**src/rtl/split3.sv**
```systemverilog
`default_nettype none
// ============================================================================
//  Module   : split3
//  Purpose  : Three-way deterministic packet splitter. Pops one packet at a
//             time from an ingress buffer and writes it to output a, b or c
//             according to a 2-bit select field; select 3 is dropped and
//             counted. A single hold entry gives one packet of buffering.
//  Revision : 1.0  initial release
// ============================================================================
module split3 #(
    parameter int DATA_WIDTH = 32,
    parameter int SEL_LSB    = 30,
    parameter int CNT_WIDTH  = 16
) (
    input  logic                  clk,
    input  logic                  rst,
    input  logic [DATA_WIDTH-1:0] i_din,
    input  logic                  i_buffer_in_empty,
    output logic                  o_read_en,
    input  logic                  i_buffer_a_full,
    input  logic                  i_buffer_b_full,
    input  logic                  i_buffer_c_full,
    output logic [DATA_WIDTH-1:0] o_dout_a,
    output logic [DATA_WIDTH-1:0] o_dout_b,
    output logic [DATA_WIDTH-1:0] o_dout_c,
    output logic                  o_wen_a,
    output logic                  o_wen_b,
    output logic                  o_wen_c,
    output logic [CNT_WIDTH-1:0]  o_drop_count,
    output logic                  o_busy
);

    typedef enum logic [1:0] {
        S_IDLE  = 2'd0,
        S_FETCH = 2'd1,
        S_ROUTE = 2'd2
    } state_t;

    localparam logic [1:0] c_SEL_A    = 2'd0;
    localparam logic [1:0] c_SEL_B    = 2'd1;
    localparam logic [1:0] c_SEL_C    = 2'd2;
    localparam logic [1:0] c_SEL_DROP = 2'd3;

    state_t                r_state;
    logic [DATA_WIDTH-1:0] r_hold;
    logic [1:0]            r_hold_sel;
    logic                  r_read_en;
    logic [DATA_WIDTH-1:0] r_dout_a;
    logic [DATA_WIDTH-1:0] r_dout_b;
    logic [DATA_WIDTH-1:0] r_dout_c;
    logic                  r_wen_a;
    logic                  r_wen_b;
    logic                  r_wen_c;
    logic [CNT_WIDTH-1:0]  r_drop_count;

    logic [1:0]            w_sel;
    logic                  w_target_full;
    logic                  w_can_retire;

    assign w_sel = i_din[SEL_LSB+1:SEL_LSB];

    // Full flag of the held packet's destination only; other ports never stall us.
    always_comb begin
        w_target_full = 1'b0;
        case (r_hold_sel)
            c_SEL_A: w_target_full = i_buffer_a_full;
            c_SEL_B: w_target_full = i_buffer_b_full;
            c_SEL_C: w_target_full = i_buffer_c_full;
            default: w_target_full = 1'b0;
        endcase
    end

    // A dropped packet retires unconditionally; a routed one only when its sink has room.
    assign w_can_retire = (r_hold_sel == c_SEL_DROP) || !w_target_full;

    // Control FSM with registered outputs; all state moves on the falling edge.
    always_ff @(negedge clk) begin
        if (!rst) begin
            r_state      <= S_IDLE;
            r_hold       <= '0;
            r_hold_sel   <= 2'd0;
            r_read_en    <= 1'b0;
            r_dout_a     <= '0;
            r_dout_b     <= '0;
            r_dout_c     <= '0;
            r_wen_a      <= 1'b0;
            r_wen_b      <= 1'b0;
            r_wen_c      <= 1'b0;
            r_drop_count <= '0;
        end else begin
            r_wen_a <= 1'b0;
            r_wen_b <= 1'b0;
            r_wen_c <= 1'b0;
            case (r_state)
                S_IDLE: begin
                    if (!i_buffer_in_empty) begin
                        r_read_en <= 1'b1;
                        r_state   <= S_FETCH;
                    end else begin
                        r_read_en <= 1'b0;
                    end
                end
                S_FETCH: begin
                    r_read_en  <= 1'b0;
                    r_hold     <= i_din;
                    r_hold_sel <= w_sel;
                    r_state    <= S_ROUTE;
                end
                S_ROUTE: begin
                    if (w_can_retire) begin
                        case (r_hold_sel)
                            c_SEL_A: begin
                                r_dout_a <= r_hold;
                                r_wen_a  <= 1'b1;
                            end
                            c_SEL_B: begin
                                r_dout_b <= r_hold;
                                r_wen_b  <= 1'b1;
                            end
                            c_SEL_C: begin
                                r_dout_c <= r_hold;
                                r_wen_c  <= 1'b1;
                            end
                            default: begin
                                if (r_drop_count != {CNT_WIDTH{1'b1}}) begin
                                    r_drop_count <= r_drop_count + CNT_WIDTH'(1);
                                end
                            end
                        endcase
                        // Back-to-back fetch keeps throughput at one packet per two cycles.
                        if (!i_buffer_in_empty) begin
                            r_read_en <= 1'b1;
                            r_state   <= S_FETCH;
                        end else begin
                            r_state   <= S_IDLE;
                        end
                    end
                end
                default: begin
                    r_read_en <= 1'b0;
                    r_state   <= S_IDLE;
                end
            endcase
        end
    end

    assign o_read_en    = r_read_en;
    assign o_dout_a     = r_dout_a;
    assign o_dout_b     = r_dout_b;
    assign o_dout_c     = r_dout_c;
    assign o_wen_a      = r_wen_a;
    assign o_wen_b      = r_wen_b;
    assign o_wen_c      = r_wen_c;
    assign o_drop_count = r_drop_count;
    assign o_busy       = (r_state != S_IDLE);

endmodule
`default_nettype wire

```
**config.mk**
```make
export PLATFORM = sky130hd
export DESIGN_NAME = split3
export DESIGN_NICKNAME = d
export VERILOG_FILES = /design/src/rtl/split3.sv
export SDC_FILE = /design/constraint.sdc
export NUM_CORES = 1
export LEC_CHECK = 0
export CAP_MARGIN = 20
export CORE_ASPECT_RATIO = 2
export CORE_MARGIN = 5
export CORE_UTILIZATION = 50
export DETAILED_ROUTE_END_ITERATION = 6
export HOLD_SLACK_MARGIN = 0.12
export MAX_ROUTING_LAYER = met4
export PLACE_DENSITY = 0.95
export SLEW_MARGIN = 20
export SYNTH_ARGS = -nofsm -noshare
export SYNTH_HDL_FRONTEND = slang
export SYNTH_SLANG_ARGS = --single-unit
export TNS_END_PERCENT = 10
```
**constraint.sdc**
```tcl
create_clock -name clk -period 2.8 [get_ports clk]
set_clock_uncertainty 0.15 [all_clocks]
set_input_delay 0.42 -clock clk [delete_from_list [all_inputs] [get_ports clk]]
set_output_delay 0.42 -clock clk [all_outputs]
set_load 0.02 [all_outputs]
```
-- Word level (Yosys, flattened, before mapping)
Index checks and enable logic that the tools add are counted.
- shift operators: 0
- muxes and demuxes: 12
- div/mod/pow operators: 0
- equality and inequality tests: 9
- bitwise logic cells: 1
- order comparisons: 0
- $add $sub $neg: 1
- $mul: 0
- reductions and logical operators: 13
- operators with widths (kind ; count):
    16-bit by 1-bit adder with 16-bit output, second input constant ; 1
    16-bit inequality test, second input constant ; 1
    3-bit AND reduction ; 4
    1-bit 2-to-1 mux ; 7
    2-bit equality test, second input constant ; 3
    2-bit inequality test, second input constant ; 3
    2-bit one-hot mux with 3 select lines ; 1
    2-bit by 1-bit equality test with 1-bit output, second input constant ; 2
    2-bit logical NOT ; 2
    2-bit 2-to-1 mux ; 2
    2-bit AND reduction ; 2
    4-bit AND reduction ; 1
    1-bit one-hot mux with 3 select lines ; 1
    3-bit OR reduction ; 1
    1-bit one-hot mux with 2 select lines ; 1
    2-bit nonzero test ; 1
    1-bit logical NOT ; 1
    1-bit logical OR ; 1
    1-bit inverter ; 1
- memories: 0
- word-level logic and storage cells: 47
- RAM bits: 0
- register bits after elaboration: 152
- output and inout bits: 117
- bits of input ports: 38
- memory bits (read-only): 0
- bits in latches: 0

-- Logic depth before layout (Yosys ltp)
Gate-level depths: netlist (run 1).
- word-level depth: 6
- mapped depth: 7
- depth with buffers taken out: 5

==> flow_summary.toml, run 1 <==
[outcome]
outcome = "finished, violations left"
failed_checks = "setup timing"

[yosys]
yosys.cell_types.count = 43
seq_area_frac_synth_pct = 57.7
synthesized_flop_and_latch_total = 150
synth.largest_area_cell = "dfxtp_1"
post_synth_inst_count = 550
syn_area_per_cell_um2 = 9.45
ys.warnings.count = 0
synth_area_leaders = "dfxtp_1 (58%), a22o_1 (10%), nand2_1 (9.7%), a21oi_1 (6.8%), clkbuf_1 (2.2%)"
synth_nets = 589
post-synth-top-area-fraction_pct = 57.7
mappedNetlistArea_mm2 = 0.00520

[worst_setup_path]
critPathArrivalTime_ps = 2570
critPathMaxStageDelay_ps = 320
setup.worst_path.start_class = "flip-flop"
critical_path.cell_chain = "or2_4, buf_6"
cp_data_required_time_ps = 2230
category_of_the_critical_setup_timing_path = "reg -> out"
element_type_at_the_critical_path_end = "output pin"
crit_slowest_cell = "dfxtp_2"
critPathMaxFanout = 2

[drt]
post_drt_wl_per_cell_um = 24.1
ant_nets = 0
starting_drc_count_in_detailed_routing = 854
route.detailed.vias_per_inst = 6.18
vias = 6505
totalWireLength_um = 25300
first_pass_iters = 7
route.detailed.drc = 0

[finish]
mostFrequentLayoutCells = "inv_1 (152), nand2_1 (134), buf_6 (122), dfxtp_2 (113), a21oi_1 (68)"
layout.core_utilization_pct = 88.7
syn2layout_area_growth_pct = 73.1
layout-drive-gt1-share_pct = 39.0
layout.cells.most_common = "inv_1"
nNetsFinal = 946
n_fill_cell = 433
design_area_mm2 = 0.00900
layoutNonFillerInstCount = 1053

[floorplan]
die_h_um = 154
fp.dieW_um = 82.1
core_area_mm2 = 0.0101
core.rowCount = 52
number_of_top_level_pins = 155
starting_density_of_the_core_pct = 51.2
die-area_mm2 = 0.0127

[clock_tree]
cts_root_buffer = "clkbuf_16"
cts_buffers = 17
cts.sinks = 150
ctsLongestPathBuffers = 2
tritoncts = "done"
htreeDepth = 4
clk_pin_slew_ps = 60
worst_skew_pair.late_latency_ps = 490
cts_hold_repair.buffers = 0

[placed_design]
place_area_mm2 = 0.00727
dpl.cell_count = 861
preCtsSetupSlack_ps = -836
place.gp.congestion = 0.889
dp.final_hpwl_um = 11800
port_buffers = 154

[power_and_ir_drop]
total_power_mw = 5.87
p_per_cell_area_mw_per_mm2 = 652
worst_case_vdd_ir_drop_mv = 0.586
cellLeakagePower_nw = 4.31

[timing]
finalMaxSlewViolations = 0
max-slew-margin-rel_pct = 28.6
setup_repair_after_global_routing_missed_its_margin = "true"
setup-tns-final_ps = -10190
timing.final.setup_violations = 129
hold_violations = 0
finalWorstSetupSlack_ps = -338
final.hold.worst_slack_ps = 310
actual_slew_at_the_worst_max_slew_pin_ps = 1070

[global_routing]
grt_pass1_vias = 6909
overall_global_routing_usage_pct = 37.1
grt_pass1_wl_um = 34200
maximum_number_of_pins_on_one_net_before_global_route_repair = 34
antenna_found_initial = 1
global_route.overflow_total = 0

[flow_run]
maxCapViolations = 0

[hold_path]
worstHoldPathType = "reg -> reg"
-- registers in the layout, indices dropped and copies added (netlist names), 2 cells and up --
register / cells
o_dout_a: 32
o_drop_count: 16
r_state: 2
r_hold: 32
o_dout_c: 32
o_dout_b: 32
-- metal layers --
metal	GRT usage (%)	share of wire, %	vias up
li1	-	-	2646
met1	33.5	30	3028
met2	60.6	51	619
met3	12.0	9.3	212
met4	30.4	9.4	0
met5	-	0	-
-- Yosys cell counts --
library cell / n
a211oi_1: 2
a21o_1: 2
a21oi_1: 71
a22o_1: 60
a311oi_1: 1
a31o_2: 1
and2_1: 3
and2b_1: 1
and3_1: 7
and4_1: 4
and4b_1: 1
buf_1: 1
buf_2: 7
buf_4: 3
clkbuf_1: 31
dfxtp_1: 150
ha_1: 1
inv_1: 3
mux2i_1: 5
nand2_1: 134
nand2b_1: 5
nand3_1: 6
nand3b_1: 1
nand4_1: 8
nand4b_4: 1
nor2_1: 8
nor2b_1: 3
nor3_1: 3
nor4_1: 1
nor4_2: 1
nor4b_1: 1
o211a_1: 1
o211ai_1: 2
o21a_1: 2
o21ai_0: 6
o311ai_0: 1
o31ai_1: 2
o41ai_1: 1
or2_0: 1
or2_2: 1
or3_1: 5
or4_1: 1
or4_4: 1
-- worst max-delay path: cells and delay by family, from the launching register on --
kind / cells / cell delay (ps)
buffers and inverters: 1 / 130
DFF: 1 / 320
and+or+nand+nor: 1 / 250
-- cells by family after synthesis --
group           Yosys count  synth area share, %
buf+inv                  45                 3.63
compound gates          152                 19.8
flops                   150                 57.7
fa+ha+maj                 1                0.241
simple gates            197                 17.6
mux                       5                0.963
-- path summary, 6_finish.rpt --
path	startpoint	endpoint	slack (ps)	cells after the start
worst max-delay path	r_state[1]	o_busy	-340	2
worst min-delay path	o_dout_c[23]	o_dout_c[23]	310	2
worst max register to register	r_state[1]	o_dout_b[2]	150	5
worst min register to register	o_dout_c[23]	o_dout_c[23]	310	2
-- report_power, final --
part           internal (mW)  total (mW)  switching, mW
Clock                   1.68        3.40           1.72
Sequential              2.17        2.21         0.0379
Combinational          0.114       0.268          0.155
-- cell type report --
class,instances,area [um2],area share (%)
Sequential cell,150,3160,35.1
Tap cell,135,169,1.88
Antenna cell,1,2.50,0.0278
Clock inverter,162,713,7.92
Timing Repair Buffer,229,2400,26.7
Multi-Input combinational cell,357,2120,23.5
Clock buffer,17,425,4.73
Inverter,2,10.0,0.111
-- repair_timing --
action,in CTS,in global routing
gates cloned,2,3
pin swaps,24,5
gates resized for setup,833,22
endpoints found under the setup margin,230,233
endpoints found under the hold margin,0,0
setup buffers,4,4
Power figures use the tool's default switching activity.
==> run 2: changes to the inputs <==
--- a/config.mk
+++ b/config.mk
@@ -8,11 +8,11 @@
 export CAP_MARGIN = 20
 export CORE_ASPECT_RATIO = 2
 export CORE_MARGIN = 5
-export CORE_UTILIZATION = 50
+export CORE_UTILIZATION = 47
 export DETAILED_ROUTE_END_ITERATION = 6
 export HOLD_SLACK_MARGIN = 0.12
 export MAX_ROUTING_LAYER = met4
-export PLACE_DENSITY = 0.95
+export PLACE_DENSITY = 0.91
 export SLEW_MARGIN = 20
 export SYNTH_ARGS = -nofsm -noshare
 export SYNTH_HDL_FRONTEND = slang
==> run 2 against run 1 <==
Compared with the run above: the flow still finishes with violations (setup timing); non-clock buffer count rose by 8; via count fell by 7.3%; critical path depth did not move; hold slack got worse by 2.4 ps; register-to-register slack improved by 260 ps; global-route usage fell by 6.2 points; count of clock-buffer cells in the layout did not move; sequential cell count did not move; largest cell class unchanged.
==> flow_summary.toml, run 2 (same netlist as run 1, synthesis figures left out) <==
[drt]
ant_nets = 0
vias = 6029
post_drt_wl_per_cell_um = 20.0
starting_drc_count_in_detailed_routing = 530
route.detailed.drc = 0
first_pass_iters = 7
route.detailed.vias_per_inst = 5.63
totalWireLength_um = 21400

[power_and_ir_drop]
total_power_mw = 6.01
worst_case_vdd_ir_drop_mv = 0.586
cellLeakagePower_nw = 4.37
p_per_cell_area_mw_per_mm2 = 661

[hold_path]
min_from = "o_dout_c[11]"
worstHoldPathCells = 2
whs_endpoint = "o_dout_c[11]"
worstHoldPathType = "reg -> reg"

[worst_setup_path]
element_type_at_the_critical_path_end = "output pin"
r2r_setup_slack_ps = 410
setup.worst_path.start_class = "flip-flop"
critPathArrivalTime_ps = 2530
rr_worst_depth = 6
category_of_the_critical_setup_timing_path = "reg -> out"
worstReg2RegStart = "r_state[0]"
rr_endpoint = "o_dout_b[12]"
cp_data_required_time_ps = 2230
critPathMaxFanout = 2

[clock_tree]
cts.sinks = 150
cts_buffers = 17
htreeDepth = 4
worst_skew_pair.late_latency_ps = 490
cts_hold_repair.buffers = 0
ctsLongestPathBuffers = 2
clk_pin_slew_ps = 40
cts_root_buffer = "clkbuf_16"
tritoncts = "done"

[timing]
actual_slew_at_the_worst_max_slew_pin_ps = 804
setup_repair_after_global_routing_missed_its_margin = "true"
hold_violations = 0
max-slew-margin-rel_pct = 46.3
finalWorstSetupSlack_ps = -302
setup-tns-final_ps = -9310
finalMaxSlewViolations = 0
timing.final.setup_violations = 117

[floorplan]
number_of_top_level_pins = 155
starting_density_of_the_core_pct = 47.8
fp.dieW_um = 84.4
die-area_mm2 = 0.0134
die_h_um = 159
core.rowCount = 54
core_area_mm2 = 0.0109

[flow_run]
maxCapViolations = 0

[placed_design]
dp.final_hpwl_um = 12100
preCtsSetupSlack_ps = -831
dpl.cell_count = 877
place.gp.congestion = 0.903
port_buffers = 154
place_area_mm2 = 0.00736

[outcome]
outcome = "finished, violations left"
failed_checks = "setup timing"

[finish]
n_fill_cell = 539
mostFrequentLayoutCells = "inv_1 (152), nand2_1 (133), buf_6 (120), dfxtp_2 (113), buf_4 (72)"
layoutNonFillerInstCount = 1070
nNetsFinal = 953
layout-drive-gt1-share_pct = 39.5
layout.cells.most_common = "inv_1"
design_area_mm2 = 0.00908
syn2layout_area_growth_pct = 74.7

[global_routing]
grt_pass1_vias = 6686
grt_pass1_wl_um = 31800
maximum_number_of_pins_on_one_net_before_global_route_repair = 34
global_route.overflow_total = 0
antenna_found_initial = 3
overall_global_routing_usage_pct = 30.8
==> run 2: final cells by class <==
class / instances / area (um2) / share of cell area (%)
clock inverter: 165 / 783 / 8.62
inverter: 2 / 10.0 / 0.110
tap: 140 / 175 / 1.93
antenna: 3 / 7.51 / 0.0826
clock buffer: 17 / 425 / 4.68
sequential: 150 / 3160 / 34.7
timing repair buffer: 237 / 2430 / 26.7
multi-input combinational: 356 / 2100 / 23.1
==> run 2: through the flow <==
step	utilization [%]	hold WS, ps
2_1_floorplan	-	308
3_3_place_gp	67.7	291
3_5_place_dp	67.7	301
4_1_cts	82.1	311
5_1_grt	83.5	325
6_report	83.5	308
==> run 2: layer usage <==
metal / part of all wire (%) / vias up / global-route usage (%)
met1: 32 / 2900 / 25.8
li1: - / 2662 / -
met2: 55 / 355 / 54.0
met3: 5.7 / 112 / 9.80
met5: 0 / - / -
met4: 6.5 / 0 / 24.9
==> run 2: power breakdown <==
group | switching [mW] | leakage, nW | internal, mW
Sequential | 0.0354 | 1.27 | 2.17
Clock | 1.67 | 1.12 | 1.88
Combinational | 0.137 | 1.98 | 0.111
Total | 1.84 | 4.37 | 4.17
==> run 2: timing repair <==
| action | 4_1_cts | 5_1_grt |
|---|---|---|
| pin swaps | 4 | 2 |
| buffers inserted | 4 | 2 |
| gates cloned | 1 | 2 |
| endpoints found under the setup margin | 225 | 243 |
| gates resized for setup | 825 | 22 |
==> run 2: how the worst max path moves through the flow <==
| stage | startpoint | end | slack [ps] |
|---|---|---|---|
| finish | r_state[0] | o_busy | -300 |
| global route | r_state[1] | o_busy | -330 |
| CTS | r_state[0] | o_busy | -300 |
| detailed placement | i_buffer_a_full | o_dout_a[24] | -830 |
| global placement | i_buffer_a_full | o_dout_a[13] | -760 |
| floorplan | i_buffer_c_full | o_dout_c[10] | -70 |
==> run 2: worst max-delay path, cell delays in order, from the launching register on <==
cell and delay (ps):
dfxtp_1 300, or2_4 250, buf_6 130
==> run 3: changes to the inputs <==
==> constraint.sdc (replaced) <==
create_clock -name clk -period 2.8 [get_ports clk]
set_clock_uncertainty 0.15 [all_clocks]
set_input_delay 0.42 -clock clk [delete_from_list [all_inputs] [get_ports clk]]
set_output_delay 0.42 -clock clk [all_outputs]
set_load 0.1 [all_outputs]
==> run 3 against run 2 <==
Compared with the run above: the run still ends with setup timing left; combinational power is 33% higher; sequential share of layout area is 1.7 points lower; core utilization is 8.2 points higher; critical path depth stayed put; routed wire length is 46% higher; clock power is 7.6% higher; design area is 9.8% higher; via count is 14% higher; global-route usage is 9.5 points higher.
==> flow_summary.toml, run 3 (same netlist as run 1, synthesis figures left out) <==
[worst_setup_path]
worstReg2RegStart = "r_state[0]"
crit_path_start = "r_state[0]"
cp_data_required_time_ps = 2230
category_of_the_critical_setup_timing_path = "reg -> out"
element_type_at_the_critical_path_end = "output pin"
critPathArrivalTime_ps = 2740
critPathMaxFanout = 2
setup.worst_path.start_class = "flip-flop"

[clock_tree]
cts_root_buffer = "clkbuf_16"
cts.sinks = 150
cts_buffers = 17
worst_skew_pair.late_latency_ps = 570
ctsLongestPathBuffers = 2
htreeDepth = 4
clk_pin_slew_ps = 90
tritoncts = "done"
cts_hold_repair.buffers = 0

[timing]
finalWorstSetupSlack_ps = -506
max-slew-margin-rel_pct = 41.5
setup_repair_after_global_routing_missed_its_margin = "true"
finalMaxSlewViolations = 0
final.hold.worst_slack_ps = 330
timing.final.setup_violations = 160
hold_violations = 0
actual_slew_at_the_worst_max_slew_pin_ps = 877

[finish]
layout.cells.most_common = "inv_1"
n_fill_cell = 334
layout-drive-gt1-share_pct = 37.4
syn2layout_area_growth_pct = 91.8
layout.core_utilization_pct = 91.7
nNetsFinal = 917
mostFrequentLayoutCells = "inv_1 (151), nand2_1 (134), buf_12 (124), a21oi_1 (68), dfxtp_2 (62)"

[floorplan]
starting_density_of_the_core_pct = 47.8
die_h_um = 159
core_area_mm2 = 0.0109
die-area_mm2 = 0.0134
number_of_top_level_pins = 155
core.rowCount = 54
fp.dieW_um = 84.4

[power_and_ir_drop]
worst_case_vdd_ir_drop_mv = 0.572
p_per_cell_area_mw_per_mm2 = 632
cellLeakagePower_nw = 4.40
total_power_mw = 6.30

[placed_design]
dp.final_hpwl_um = 12500
port_buffers = 154
place.gp.congestion = 0.882

[drt]
post_drt_wl_per_cell_um = 30.0
ant_nets = 0
totalWireLength_um = 31100
route.detailed.drc = 0
starting_drc_count_in_detailed_routing = 980
vias = 6851
route.detailed.vias_per_inst = 6.62
first_pass_iters = 7

[hold_path]
worstHoldPathType = "reg -> reg"
min_from = "o_dout_c[23]"

[global_routing]
overall_global_routing_usage_pct = 40.3
maximum_number_of_pins_on_one_net_before_global_route_repair = 44
global_route.overflow_total = 0
grt_pass1_vias = 7174
antenna_found_initial = 3
grt_pass1_wl_um = 40200

[outcome]
outcome = "finished, violations left"
failed_checks = "setup timing"

[flow_run]
maxCapViolations = 0
==> run 3: changes by cell type in the layout (fill, tap and decap cells not counted), moves of 4 or more <==
| cell | previous run | this run |
|---|---|---|
| buf_4 | 72 | 34 |
| buf_6 | 120 | 3 |
| bufinv_16 | 5 | 1 |
| dfxtp_2 | 113 | 62 |
| dfxtp_4 | 3 | 56 |
| buf_12 | 4 | 124 |
| inv_8 | 0 | 5 |
==> run 3: report_power, final <==
group,switching (mW),internal (mW)
Sequential,0.0417,2.12
Combinational,0.204,0.126
Clock,2.22,1.59
Total,2.47,3.84
==> run 3: worst paths after layout <==
kind | endpoint | slack [ps] | cells past startpoint
worst max register to register | o_drop_count[13] | 80 | 6
worst max-delay path | o_busy | -510 | 2
worst min register to register | o_dout_c[23] | 330 | 2
worst min-delay path | o_dout_c[23] | 330 | 2
==> run 3: layer usage <==
metal	GRT usage, %	up-vias	share of wire [%]
met5	-	-	0
met1	34.9	3171	30
met2	65.8	759	49
li1	-	2600	-
met4	35.2	0	11
met3	15.9	321	11
==> run 3: layout make-up <==
class	count	area (um2)	share of cell area, %
sequential	150	3290	33.0
timing repair buffer	200	3190	32.0
multi-input combinational	357	2110	21.2
clock inverter	165	756	7.58
clock buffer	17	425	4.27
tap	140	175	1.76
inverter	2	10.0	0.100
antenna	4	10.0	0.100
==> run 3: repair_timing <==
action                                  4_1_cts  5_1_grt
buffers inserted                              5       16
gates resized for setup                     167       32
endpoints found under the setup margin      217      138
cloned                                        4        0
pin swaps                                     3        2
==> run 3: critical path: stages, from the launching register on <==
cell     delay, ps
dfxtp_2        340
or2_4          300
buf_12         180
==> run 3: stage by stage <==
step / setup WS (ps) / TNS (ps) / cell area, um2 / instances
4_1_cts: -397 / -20170 / 9770 / 1015
2_1_floorplan: -175 / -17180 / 5250 / 550
3_5_place_dp: -920 / -89750 / 8170 / 825
3_3_place_gp: -832 / -82630 / 8170 / 825
5_1_grt: -489 / -25960 / 9970 / 1034
6_report: -506 / -25550 / 9970 / 1035
